--- src/rtl/store_checker_table.sv ---
// Expected-store table: DEPTH entries of {address, data}.
// One synchronous write port, one asynchronous read port.
// Contents are deliberately not reset so a program survives a checker reset.
module store_checker_table #(
    parameter int unsigned XLEN  = 32,
    parameter int unsigned DEPTH = 4
) (
    input  logic                     clk,
    input  logic                     i_we,
    input  logic [$clog2(DEPTH)-1:0] i_widx,
    input  logic [XLEN-1:0]          i_wadr,
    input  logic [XLEN-1:0]          i_wdata,
    input  logic [$clog2(DEPTH)-1:0] i_ridx,
    output logic [XLEN-1:0]          o_radr,
    output logic [XLEN-1:0]          o_rdata
);

    logic [2*XLEN-1:0] r_mem [DEPTH];

    // Write one entry per cycle when enabled.
    always_ff @(posedge clk) begin
        if (i_we) begin
            r_mem[i_widx] <= {i_wadr, i_wdata};
        end
    end

    assign {o_radr, o_rdata} = r_mem[i_ridx];

endmodule

--- config.mk ---
export PLATFORM = sky130hd
export DESIGN_NAME = store_checker_table
export DESIGN_NICKNAME = d
export VERILOG_FILES = /design/src/rtl/store_checker_table.sv
export SDC_FILE = /design/constraint.sdc
export NUM_CORES = 1
export LEC_CHECK = 0
export CORE_MARGIN = 10
export CORE_UTILIZATION = 30
export DETAILED_ROUTE_END_ITERATION = 10
export HOLD_SLACK_MARGIN = 0.06
export PLACE_DENSITY = 0.56
export SLEW_MARGIN = 10
export SYNTH_ARGS = -nofsm -noshare
export SYNTH_HDL_FRONTEND = slang
export SYNTH_SLANG_ARGS = --single-unit
--- constraint.sdc ---
create_clock -name clk -period 8.3 [get_ports clk]
set_clock_uncertainty 0.15 [all_clocks]
set_input_delay 1.245 -clock clk [delete_from_list [all_inputs] [get_ports clk]]
set_output_delay 1.245 -clock clk [all_outputs]
set_load 0.02 [all_outputs]
==> flow_metrics.tcl <==
set metrics [dict create \
    max_clock_freq_mhz 198 \
    fin_nets 560 \
    multi_input_area_um2 1510 \
    fp.dieArea_um2 38600 \
    slew_headroom 0.297 \
    ios 134 \
    die_w_um 196 \
    synth_edf_count 256 \
    swShare 0.208 \
    wl_per_cell_um 21.0 \
    met3_wirelength_mm 1.28 \
    comb_power_share 0.087 \
    critPathLaunchType "input port" \
    postCtsSetupBuffers 0 \
    status "complete, no violations" \
    leakagePower_nw 3.74 \
    yosysTopAreaCellShare 0.823 \
    drt_wl_total_mm 19.0 \
    grt_pass1_vias 4774 \
    top_regs "r_mem x256" \
    die_h_um 196 \
    num_rows 64 \
    synth_fp_nets 408 \
    netlist_area_um2 9340 \
    placed_area_um2 11100 \
    grtUsageTotal 0.0966 \
    hp-class "input port to flip-flop" \
    synth_top_flop_cell "edfxtp_1" \
    path_max_fanout 35 \
    synth-seq-cells 256 \
    via_per_inst 4.51 \
    cts_resized 0 \
    min_period_over_period 0.609 \
    fin_setup_tns_ns 0 \
    maxSlewViolCount 0 \
    ys_types 10 \
    critical-path-top-delay-family "buffers and inverters" \
    avgSynthCellArea_um2 27.6 \
    synth_commonest_cells "256 x edfxtp_1, 60 x mux4_2, 6 x buf_12, 6 x buf_2, 4 x mux4_1" \
    p_int_mw 2.27 \
    clkTransAtPathRegs_ns 0.06 \
    yosysWarnings 0 \
    gp_congestion 0.648 \
    drc_errors 0 \
    layout_min_cycle_time_ns 5.05 \
    hold_violations 0 \
    final_area_um2 11900 \
    powerDensity_nw_per_um2 241 \
    syn_to_final_growth_pct 27.2 \
    start_util 0.305 \
    cts.sinks 256 \
    cts_root_buffer "clkbuf_16" \
    dr.pass1.iters 4 \
    worst_pin_slew_ns 1.06 \
    seqPwrFrac 0.525 \
    worstPathArrival_ns 3.66 \
    postRouteAntennaNets 0 \
    slowest_delay_ns 0.69 \
    ys_seq_area_frac 0.823 \
    top_register "r_mem" \
    cts_tree "done" \
    path_cells "buf_4 -> buf_4 -> mux4_1 -> clkdlybuf4s50_1" \
    async_flop_share 0 \
    worstSetupEndpointType "output pin" \
    core_area_um2 30700 \
    drive_above_1_share 0.219 \
    crit_top_cell "buf_4" \
    hold_ws_ns 1.21 \
    power_mw 2.87 \
    regArea_um2 7690 \
    drv_cap 0 \
    cts_inserted_buffers 26 \
    overflow 0 \
    io_buffers 133 \
    yosysMostFrequentCell "edfxtp_1" \
    switchingPower_uw 596 \
    crit_type "input port to output pin" \
    cts_max_path_buffers 3 \
    largest_register_ffs 256 \
    n_fill_cell 2729 \
    finalNonFillerCells 905 \
    htreeDepth 1 \
    rsz0062_at_grt "false" \
    setup_viol 0 \
    initialDrtViolationCount 161 \
    cp_slowest_cell "buf_4" \
    post-place-ws_ns 3.10 \
    grt_pass1_wl_mm 29.0 \
    fin_util 0.388 \
    synth_top_cell_by_area "edfxtp_1" \
    wl_met2_mm 9.52 \
    path_buf_inv 3 \
    routed.top_layer "met4" \
    wl_met1_mm 7.88 \
    hold_buffers 0 \
    grt_antenna_before_repair 1 \
    ir_drop_uv 153 \
    clock_power_share 0.389 \
    worst_slack_ns 3.25 \
    place_inst 858 \
    num_vias 4079 \
    grt_max_degree 65 \
    cp.required_ns 6.90 \
    syn_inst 338 \
    synth_area_leaders "edfxtp_1 82%, mux4_2 14%, buf_12 1.3%" \
]
[metal layers]
layer,vias to the layer above,track usage
met5,-,0
met4,0,0.0297
met3,31,0.0280
met2,123,0.165
met1,2133,0.116
li1,1792,-
[power by group through the flow]
stage          clock network, mW  registers (mW)  logic, mW
3_5_place_dp                   0            1.53      0.256
3_3_place_gp                   0            1.53      0.252
4_1_cts                     1.16            1.51      0.257
5_1_grt                     1.20            1.51      0.266
2_1_floorplan                  0            1.53      0.127
6_report                    1.11            1.51      0.249
[kinds of logic after synthesis]
| logic type | after synthesis | synth area share |
|---|---|---|
| buffers and inverters | 14 | 0.0178 |
| flip-flops | 256 | 0.823 |
| multiplexers | 64 | 0.156 |
| AND/OR/NAND/NOR | 4 | 0.00335 |
[cell usage in the layout (no fill, tap or decap)]
cell and instances:
clkbuf_16 27, clkbuf_1 3, mux4_2 60, bufinv_16 2, inv_6 1, clkinv_1 3
clkinvlp_4 4, buf_4 7, clkinv_4 1, edfxtp_1 256, mux4_1 4, and3_4 1
nor3b_2 1, clkinv_2 5, clkdlybuf4s50_1 131, and3b_4 2, diode_2 1
[layout make-up]
class,count,share of cell area
Antenna cell,1,0.000211
Timing Repair Buffer,138,0.115
Clock buffer,30,0.0578
Multi-Input combinational cell,68,0.127
Clock inverter,16,0.0121
Sequential cell,256,0.647
Tap cell,396,0.0417
[final timing paths]
kind | start | end | depth (start not counted)
setup / recovery | i_ridx[0] | o_rdata[2] | 4
hold / removal | i_wdata[23] | r_mem[0][23] | 1
No activity file was read; power rests on OpenSTA's default activity.
